File: src/rtl/cpu_pkg.sv
// Shared encodings for the cpu_param core: FSM states, instruction fields
// and a decoder that maps a 16-bit instruction word onto an instruction class.
package cpu_pkg;

  typedef enum logic [3:0] {
    S_RST, S_IF1, S_IF2, S_DEC, S_EXEC, S_MEM, S_MEMW, S_WB, S_HALT
  } state_t;

  typedef enum logic [3:0] {
    C_MOVI, C_MOVR, C_ADD, C_CMP, C_AND, C_MVN, C_LDR, C_STR, C_BR, C_HALT
  } iclass_t;

  localparam logic [2:0] OPC_BR   = 3'b001;
  localparam logic [2:0] OPC_LDR  = 3'b011;
  localparam logic [2:0] OPC_STR  = 3'b100;
  localparam logic [2:0] OPC_ALU  = 3'b101;
  localparam logic [2:0] OPC_MOV  = 3'b110;
  localparam logic [2:0] OPC_HALT = 3'b111;

  localparam logic [1:0] OP_NONE = 2'b00;
  localparam logic [1:0] OP_MOVR = 2'b00;
  localparam logic [1:0] OP_MOVI = 2'b10;
  localparam logic [1:0] OP_ADD  = 2'b00;
  localparam logic [1:0] OP_CMP  = 2'b01;
  localparam logic [1:0] OP_AND  = 2'b10;
  localparam logic [1:0] OP_MVN  = 2'b11;

  localparam logic [2:0] COND_AL = 3'b000;
  localparam logic [2:0] COND_EQ = 3'b001;
  localparam logic [2:0] COND_NE = 3'b010;
  localparam logic [2:0] COND_LT = 3'b011;
  localparam logic [2:0] COND_LE = 3'b100;

  localparam logic [1:0] SH_NONE = 2'b00;
  localparam logic [1:0] SH_LSL  = 2'b01;
  localparam logic [1:0] SH_LSR  = 2'b10;
  localparam logic [1:0] SH_ASR  = 2'b11;

  // Anything not explicitly recognised decodes as HALT.
  function automatic iclass_t decode(input logic [15:0] ir);
    iclass_t cls;
    cls = C_HALT;
    case (ir[15:13])
      OPC_MOV: begin
        if (ir[12:11] == OP_MOVI)      cls = C_MOVI;
        else if (ir[12:11] == OP_MOVR) cls = C_MOVR;
      end
      OPC_ALU: begin
        case (ir[12:11])
          OP_ADD:  cls = C_ADD;
          OP_CMP:  cls = C_CMP;
          OP_AND:  cls = C_AND;
          default: cls = C_MVN;
        endcase
      end
      OPC_LDR: if (ir[12:11] == OP_NONE) cls = C_LDR;
      OPC_STR: if (ir[12:11] == OP_NONE) cls = C_STR;
      OPC_BR:  if (ir[12:11] == OP_NONE && ir[10:8] <= COND_LE) cls = C_BR;
      default: cls = C_HALT;
    endcase
    return cls;
  endfunction

endpackage

File: src/rtl/regfile.sv
// Eight-entry register file: two combinational read ports, one write port,
// all entries cleared by synchronous reset.
module regfile #(
  parameter int DATA_W = 16
) (
  input  logic              clk,
  input  logic              rst,
  input  logic              we,
  input  logic [2:0]        waddr,
  input  logic [DATA_W-1:0] wdata,
  input  logic [2:0]        raddr_a,
  output logic [DATA_W-1:0] rdata_a,
  input  logic [2:0]        raddr_b,
  output logic [DATA_W-1:0] rdata_b
);

  logic [DATA_W-1:0] regs [8];

  generate
    for (genvar gi = 0; gi < 8; gi++) begin : g_reg
      logic [DATA_W-1:0] q_reg;
      always_ff @(posedge clk) begin
        if (rst)
          q_reg <= '0;
        else if (we && waddr == 3'(gi))
          q_reg <= wdata;
      end
      assign regs[gi] = q_reg;
    end
  endgenerate

  assign rdata_a = regs[raddr_a];
  assign rdata_b = regs[raddr_b];

endmodule

File: src/rtl/cpu_param.sv
// Multi-cycle 16-bit-instruction CPU with a parameterised datapath and a
// single shared memory port used for fetch, load and store.
module cpu_param
  import cpu_pkg::*;
#(
  parameter int DATA_W = 16,
  parameter int ADDR_W = 8
) (
  input  logic              clk,
  input  logic              rst,
  input  logic [ADDR_W-1:0] start_pc,
  output logic [ADDR_W-1:0] mem_addr,
  output logic              mem_rd,
  output logic              mem_wr,
  output logic [DATA_W-1:0] mem_wdata,
  input  logic [DATA_W-1:0] mem_rdata,
  output logic [DATA_W-1:0] out,
  output logic              halted,
  output logic [2:0]        flags
);

  state_t            state_reg, state_next;
  iclass_t           cls;
  logic [ADDR_W-1:0] pc_reg, addr_reg;
  logic [15:0]       ir_reg;
  logic [DATA_W-1:0] a_reg, b_reg, res_reg, wdata_reg, out_reg;
  logic [2:0]        flags_reg;

  logic              rf_we;
  logic [2:0]        rf_waddr, rf_raddr_b;
  logic [DATA_W-1:0] rf_rdata_a, rf_rdata_b;
  logic [DATA_W-1:0] sh_b, diff;
  logic              ovf, taken;
  logic [ADDR_W-1:0] pc_target, ea;

  assign cls = decode(ir_reg);

  // STR reads its data register (Rd) through port B instead of Rm.
  assign rf_raddr_b = (cls == C_STR) ? ir_reg[7:5] : ir_reg[2:0];
  assign rf_waddr   = (cls == C_MOVI) ? ir_reg[10:8] : ir_reg[7:5];

  regfile #(.DATA_W(DATA_W)) u_regfile (
    .clk     (clk),
    .rst     (rst),
    .we      (rf_we),
    .waddr   (rf_waddr),
    .wdata   (res_reg),
    .raddr_a (ir_reg[10:8]),
    .rdata_a (rf_rdata_a),
    .raddr_b (rf_raddr_b),
    .rdata_b (rf_rdata_b)
  );

  always_comb begin
    sh_b = b_reg;
    case (ir_reg[4:3])
      SH_LSL:  sh_b = {b_reg[DATA_W-2:0], 1'b0};
      SH_LSR:  sh_b = {1'b0, b_reg[DATA_W-1:1]};
      SH_ASR:  sh_b = {b_reg[DATA_W-1], b_reg[DATA_W-1:1]};
      default: sh_b = b_reg;
    endcase
  end

  assign diff = a_reg - sh_b;
  assign ovf  = (a_reg[DATA_W-1] != sh_b[DATA_W-1]) && (diff[DATA_W-1] != a_reg[DATA_W-1]);
  assign ea        = a_reg[ADDR_W-1:0] + ADDR_W'($signed(ir_reg[4:0]));
  assign pc_target = pc_reg + ADDR_W'($signed(ir_reg[7:0]));

  // flags_reg holds {N,V,Z}.
  always_comb begin
    taken = 1'b0;
    case (ir_reg[10:8])
      COND_AL: taken = 1'b1;
      COND_EQ: taken = flags_reg[0];
      COND_NE: taken = !flags_reg[0];
      COND_LT: taken = flags_reg[2] ^ flags_reg[1];
      COND_LE: taken = (flags_reg[2] ^ flags_reg[1]) | flags_reg[0];
      default: taken = 1'b0;
    endcase
  end

  always_ff @(posedge clk) begin
    if (rst) state_reg <= S_RST;
    else     state_reg <= state_next;
  end

  always_comb begin
    state_next = state_reg;
    mem_rd     = 1'b0;
    mem_wr     = 1'b0;
    rf_we      = 1'b0;
    case (state_reg)
      S_RST: state_next = S_IF1;
      S_IF1: begin
        mem_rd     = !rst;
        state_next = S_IF2;
      end
      S_IF2: state_next = S_DEC;
      S_DEC: begin
        case (cls)
          C_MOVI:  state_next = S_WB;
          C_BR:    state_next = S_IF1;
          C_HALT:  state_next = S_HALT;
          default: state_next = S_EXEC;
        endcase
      end
      S_EXEC: begin
        case (cls)
          C_CMP:        state_next = S_IF1;
          C_LDR, C_STR: state_next = S_MEM;
          default:      state_next = S_WB;
        endcase
      end
      S_MEM: begin
        // Strobes are gated by rst so an aborted access never reaches memory.
        mem_rd     = !rst && (cls == C_LDR);
        mem_wr     = !rst && (cls == C_STR);
        state_next = (cls == C_LDR) ? S_MEMW : S_IF1;
      end
      S_MEMW: state_next = S_WB;
      S_WB: begin
        rf_we      = cls inside {C_MOVI, C_MOVR, C_ADD, C_AND, C_MVN, C_LDR};
        state_next = S_IF1;
      end
      S_HALT:  state_next = S_HALT;
      default: state_next = S_RST;
    endcase
  end

  always_ff @(posedge clk) begin
    if (rst) begin
      pc_reg    <= start_pc;
      ir_reg    <= '0;
      a_reg     <= '0;
      b_reg     <= '0;
      res_reg   <= '0;
      wdata_reg <= '0;
      addr_reg  <= '0;
      out_reg   <= '0;
      flags_reg <= '0;
    end else begin
      case (state_reg)
        S_IF2: begin
          ir_reg <= mem_rdata[15:0];
          pc_reg <= pc_reg + ADDR_W'(1);
        end
        S_DEC: begin
          a_reg <= rf_rdata_a;
          b_reg <= rf_rdata_b;
          if (cls == C_MOVI) res_reg <= DATA_W'($signed(ir_reg[7:0]));
          if (cls == C_BR && taken) pc_reg <= pc_target;
        end
        S_EXEC: begin
          case (cls)
            C_MOVR: res_reg <= sh_b;
            C_ADD:  res_reg <= a_reg + sh_b;
            C_AND:  res_reg <= a_reg & sh_b;
            C_MVN:  res_reg <= ~sh_b;
            C_CMP:  flags_reg <= {diff[DATA_W-1], ovf, (diff == '0)};
            C_LDR, C_STR: begin
              addr_reg  <= ea;
              wdata_reg <= b_reg;
            end
            default: ;
          endcase
        end
        S_MEMW: res_reg <= mem_rdata;
        S_WB: begin
          if (cls inside {C_MOVR, C_ADD, C_AND, C_MVN}) out_reg <= res_reg;
        end
        default: ;
      endcase
    end
  end

  assign mem_addr  = (state_reg == S_MEM) ? addr_reg : pc_reg;
  assign mem_wdata = wdata_reg;
  assign out       = out_reg;
  assign flags     = flags_reg;
  assign halted    = (state_reg == S_HALT);

endmodule

File: config.mk
export PLATFORM = sky130hd
export DESIGN_NAME = cpu_param
export DESIGN_NICKNAME = d
export VERILOG_FILES = /design/src/rtl/cpu_pkg.sv /design/src/rtl/regfile.sv /design/src/rtl/cpu_param.sv
export SDC_FILE = /design/constraint.sdc
export NUM_CORES = 1
export LEC_CHECK = 0
export ABC_AREA = 1
export BUFFER_PORTS_ARGS = -buffer_cell sky130_fd_sc_hd__buf_2
export CORE_MARGIN = 4
export CORE_UTILIZATION = 26
export DETAILED_ROUTE_END_ITERATION = 16
export GPL_ROUTABILITY_DRIVEN = 0
export GPL_TIMING_DRIVEN = 0
export PLACE_DENSITY_LB_ADDON = 0.2
export SKIP_CTS_REPAIR_TIMING = 1
export SLEW_MARGIN = 15
export SYNTH_ARGS = -nofsm -noshare
export SYNTH_HDL_FRONTEND = slang
export SYNTH_SLANG_ARGS = --single-unit
File: constraint.sdc
create_clock -name clk -period 6.4 [get_ports clk]
set_input_delay 0.96 -clock clk [delete_from_list [all_inputs] [get_ports clk]]
set_output_delay 0.96 -clock clk [all_outputs]
set_load 0.01 [all_outputs]
# Word level (Yosys, flattened, before mapping)
# Index checks and enable logic that the tools add are counted.
# word_totals
output_inout_bits	46
input_bits	26
wordCells	138
reg_bits	247
# classes
magnitude_cmp	3
n_reduce_logical	32
add_sub_neg	5
bitwise	6
muxes	31
eq_ne	43
# ops
cell	n
binary-select mux 16 bit (select 3 bit)	2
case mux 16 bit (3 select lines)	2
two-way mux 16 bit	5
case mux 16 bit (4 select lines)	1
equality test 4 x 3 -> 1 bit, second input constant	8
case mux 4 bit (8 select lines)	1
equality test 3 bit, second input constant	8
two-way mux 8 bit	3
case mux 4 bit (5 select lines)	1
adder 16 bit	1
adder 8 bit	2
bitwise AND 16 bit	1
equality test 4 x 2 -> 1 bit, second input constant	4
zero test 16 bit	1
two-way mux 4 bit	4
inverter 16 bit	1
case mux 8 bit (2 select lines)	1
subtractor 16 bit	1
equality test 3 x 2 -> 1 bit, second input constant	5
logical AND 1 bit	13
equality test 4 bit, second input constant	3
case mux 4 bit (3 select lines)	1
equality test 3 x 1 -> 1 bit, second input constant	3
two-way mux 3 bit	3
28 further kinds	45

# Logic depth before layout (Yosys ltp)
# logic_depth
depth_word	10
ltp_mapped	24

# Cells and area by module
# A second synthesis with hierarchy kept.
# unflattened
hier_cells	2584
hier_area_um2	15686.3
# by_module_without_submodules
mod	area_per_inst_um2	cells_per_inst	instances	seq_area_each_um2
cpu_param	8290.5	1290	1	2462.4
regfile	7395.8	1294	1	2562.5

# Worst setup path after synthesis
# Ideal clock, no wire load.
# synth_path
path_kind	reg2reg
startpoint	register ir_reg[4]
endpoint	register flags_reg[0], in the netlist flags[0]
n_path_buf	2
arrival_time_ns	2.965
path_slack_ns	3.365
path_stages_with_launch	22
t_required_ns	6.330
path_cell_list	dfxtp_1 -> clkbuf_1 -> nor2_1 -> inv_1 -> or2_2 -> o221ai_1 -> inv_1 -> ha_1 -> clkbuf_1 -> nor2_1 -> inv_1 -> nor2_1 -> nand2_1 -> nand2_1 -> nand2_1 -> nand2_1 -> nand2_1 -> nand2_1 -> nand2_1 -> nor2_1 -> nand4_1 -> a21oi_1
# synth_between
elab_chain_cells	4
# synth_rtl
element	line_no	rtl
start, declared	cpu_param.sv:25	logic [15:0] ir_reg;
start signal, assigned	cpu_param.sv:144	ir_reg <= mem_rdata[15:0];
equality test 2 bit or equality test 2 x 1 -> 1 bit (tied branches)	cpu_param.sv:56	case (ir_reg[4:3])
case mux 16 bit (3 select lines) (*)	cpu_param.sv:56	
subtractor 16 bit (*)	cpu_param.sv:64	assign diff = a_reg - sh_b;
zero test 16 bit (*)	cpu_param.sv:159	C_CMP: flags_reg <= {diff[DATA_W-1], ovf, (diff == '0)};
end signal, assigned	cpu_param.sv:159	
end, declared	cpu_param.sv:27	logic [2:0] flags_reg;
# Mark *: on every way between the ends. The rest lies on a longest branch, timed or not.
# A chain may end at the register's enable or synchronous reset.

# Worst setup path after layout
# Ends and elaborated chain as after synthesis.

==> impl_metrics.py <==
metrics = {
    "setup_path": {
        "critPathLaunchType": "flop",
        "cp.arrival_ps": 4740,
        "worst_setup_path_end_kind": "flop",
        "cp_num_buf_inv": 6,
        "r2r_end": "flags[0]",
        "rr_startpoint": "ir_reg[4]",
        "required_ps": 6930,
        "path_cells": "clkbuf_1, inv_1, nand2_1, clkbuf_1, o221ai_1, inv_1, ha_1, clkbuf_1, nor2_1, inv_1, nor2_1, nand2_1, nand2_1, nand2_1, nand2_1, nand2_1, nand2_1, nand2_1, nor2_1, nand4_1, a21oi_1",
        "crit_path_frequent_cell": "nand2_1",
        "crit_slowest_cell": "o221ai_1",
        "rr_worst_depth": 21,
        "timing.reg2reg.setup_slack_ps": 2190,
        "crit_type": "reg2reg",
        "critical-path-max-stage-delay_ps": 430,
        "path_max_fanout": 10,
        "cp_top_family": "simple AND/OR/NAND/NOR gates",
    },
    "final_layout": {
        "largest_reg_flops": 128,
        "antenna_cells": 0,
        "syn_to_final_growth_pct": 15.5,
        "nets": 2665,
        "fill_cells": 6600,
        "mostFrequentLayoutCells": "nor2_1, nand2_1, o21ai_0",
        "drive_above_1_share_pct": 8.21,
        "mostFrequentLayoutCell": "nor2_1",
        "final_util_pct": 30.4,
    },
    "route": {
        "drt-total-wl_um": 70200,
        "vias": 17500,
        "ant_nets": 0,
        "wire_per_inst_um": 20.8,
        "vias_per_cell": 5.19,
        "first_iter_violations": 1938,
        "dr.pass1.iters": 6,
        "drc": 0,
    },
    "yosys": {
        "yosysWarningCount": 0,
        "synth_edf_count": 8,
        "synth-seq-area-share_pct": 32.2,
        "ys_seq_elements": 247,
        "synth_top_area_share_pct": 30.7,
        "async_reset_ff_share_pct": 0,
        "synth_area_leaders": "dfxtp_1, nor2_1, nand2_1, o21ai_0, nand3_1",
        "netlist_area_um2": 15600,
        "synth_flop_cell": "dfxtp_1",
        "synth_fp_nets": 2563,
        "yosysTopAreaCell": "dfxtp_1",
        "avgSynthCellArea_um2": 6.28,
        "synthCells": 2482,
        "yosys.cell_types.count": 45,
    },
    "floorplanning": {
        "core-area_um2": 59200,
        "fp.dieH_um": 253,
        "die_x_um": 253,
        "die-area_um2": 64000,
        "ios": 72,
        "rows": 89,
        "initial_core_util_pct": 26.3,
    },
    "sta": {
        "rsz0062_at_grt": "no",
        "period_share_pct": 65.8,
        "fin_crit_ps": 4210,
        "tightest_slew_ps": 1080,
        "maxSlewHeadroom_pct": 27.3,
        "clock.fmax_mhz": 238,
        "finClkSkew_ps": 50.6,
        "maxSlewViolCount": 0,
        "hold_violations": 0,
        "tns_ps": 0,
        "setup_violations": 0,
    },
    "clock_network": {
        "numCtsBuffers": 30,
        "htree_levels": 1,
        "cts_tree": "done",
        "cts_root_buf": "clkbuf_16",
        "clk_path_buf_depth": 3,
        "clock_sinks": 247,
        "clock_latency_ps": 610,
        "path_clk_slew_ps": 60,
    },
    "grt": {
        "grt_max_degree": 16,
        "grt_antenna_before_repair": 0,
        "globalRouteTotalUtil_pct": 21.0,
        "grt_pass1_wl_um": 102000,
        "grt_pass1_vias": 16100,
        "grt_overflow": 0,
    },
    "placement": {
        "numPortBuffers": 70,
        "dp_hpwl_um": 55300,
    },
    "pwr": {
        "leakage_nw": 7.86,
        "peakVddDrop_mv": 0.207,
        "powerDensity_nw_per_um2": 297,
    },
    "worst_hold_path": {
        "whs_path_depth": 2,
        "hold_path_class": "reg2reg",
        "min_from": "addr_reg[0]",
        "hold_end": "addr_reg[0]",
    },
    "outcome": {
        "status": "finished, final reports clean",
    },
    "run": {
        "max_cap_violations": 0,
    },
}
## area by class of cell
class                           count  area, um2  share of cell area (%)
Buffer                            147        659                    3.66
Clock buffer                       41        873                    4.85
Clock inverter                     14        221                    1.23
Inverter                          204        766                    4.25
Multi-Input combinational cell   1884       9150                    50.8
Sequential cell                   247       5020                    27.9
Tap cell                          773        967                    5.37
Timing Repair Buffer               70        350                    1.95
## worst max-delay path by stage
stage	startpoint	endpoint	slack [ps]	cells after the start
global placement	ir_reg[4]	flags[0]	2270	20
detailed placement	ir_reg[4]	flags[0]	2250	21
global route	ir_reg[4]	flags[0]	1780	21
finish	ir_reg[4]	flags[0]	2190	21
CTS	ir_reg[4]	flags[0]	2220	20
floorplan	ir_reg[4]	flags[0]	3360	21
## synth_stat cells, types with 29 or more instances
| cell type | n |
|---|---|
| buf_2 | 29 |
| nor2_1 | 531 |
| o211ai_1 | 35 |
| a21oi_1 | 133 |
| nand2_1 | 473 |
| inv_1 | 177 |
| o22ai_1 | 48 |
| nand3_1 | 229 |
| clkbuf_1 | 94 |
| ha_1 | 51 |
| o21ai_0 | 248 |
| dfxtp_1 | 239 |
## routing by layer
layer / vias to the layer above / GRT usage (%) / routed length, um
met3: 181 / 3.38 / 5660
met5: - / 0 / 0
met1: 8246 / 26.9 / 28800
met4: 0 / 9.49 / 3840
met2: 781 / 34.9 / 31900
li1: 8337 / - / -
## metrics by stage
step	area [um2]	power (mW)	instances	hold slack, ps	setup WS [ps]
floorplan	15600	2.84	2482	425	3360
global placement	16900	3.42	3325	445	2270
detailed placement	16900	3.42	3325	454	2250
CTS	18000	5.33	3380	461	2220
global route	18000	5.61	3380	494	1780
finish	18000	5.35	3380	458	2190
## cells by family after synthesis
kind of cell / share of synthesized area, %
AOI/OAI and AO/OA: 17.9
DFF: 32.2
and+or+nand+nor: 35.3
buffers and inverters: 9.14
adders and majority gates: 4.61
xor gates and xnor gates: 0.842
## worst register-to-register path, cell delays in order (launching register included)
cell      delay, ps
dfxtp_1         400
clkbuf_1        320
inv_1           180
nand2_1         200
clkbuf_1        360
o221ai_1        430
inv_1           150
ha_1            240
clkbuf_1        230
nor2_1          260
inv_1           110
nor2_1          150
nand2_1          70
nand2_1         100
nand2_1         140
nand2_1         130
nand2_1          60
nand2_1         120
nand2_1          70
nor2_1          100
nand4_1         170
a21oi_1         180
## report_power, final
group | internal (mW) | switching, mW | leakage (nW)
sequential | 1.60 | 0.0630 | 2.01
combinational | 0.489 | 1.30 | 5.31
clock | 1.16 | 0.738 | 0.542
Note: power is estimated with default switching activity, not from simulation.
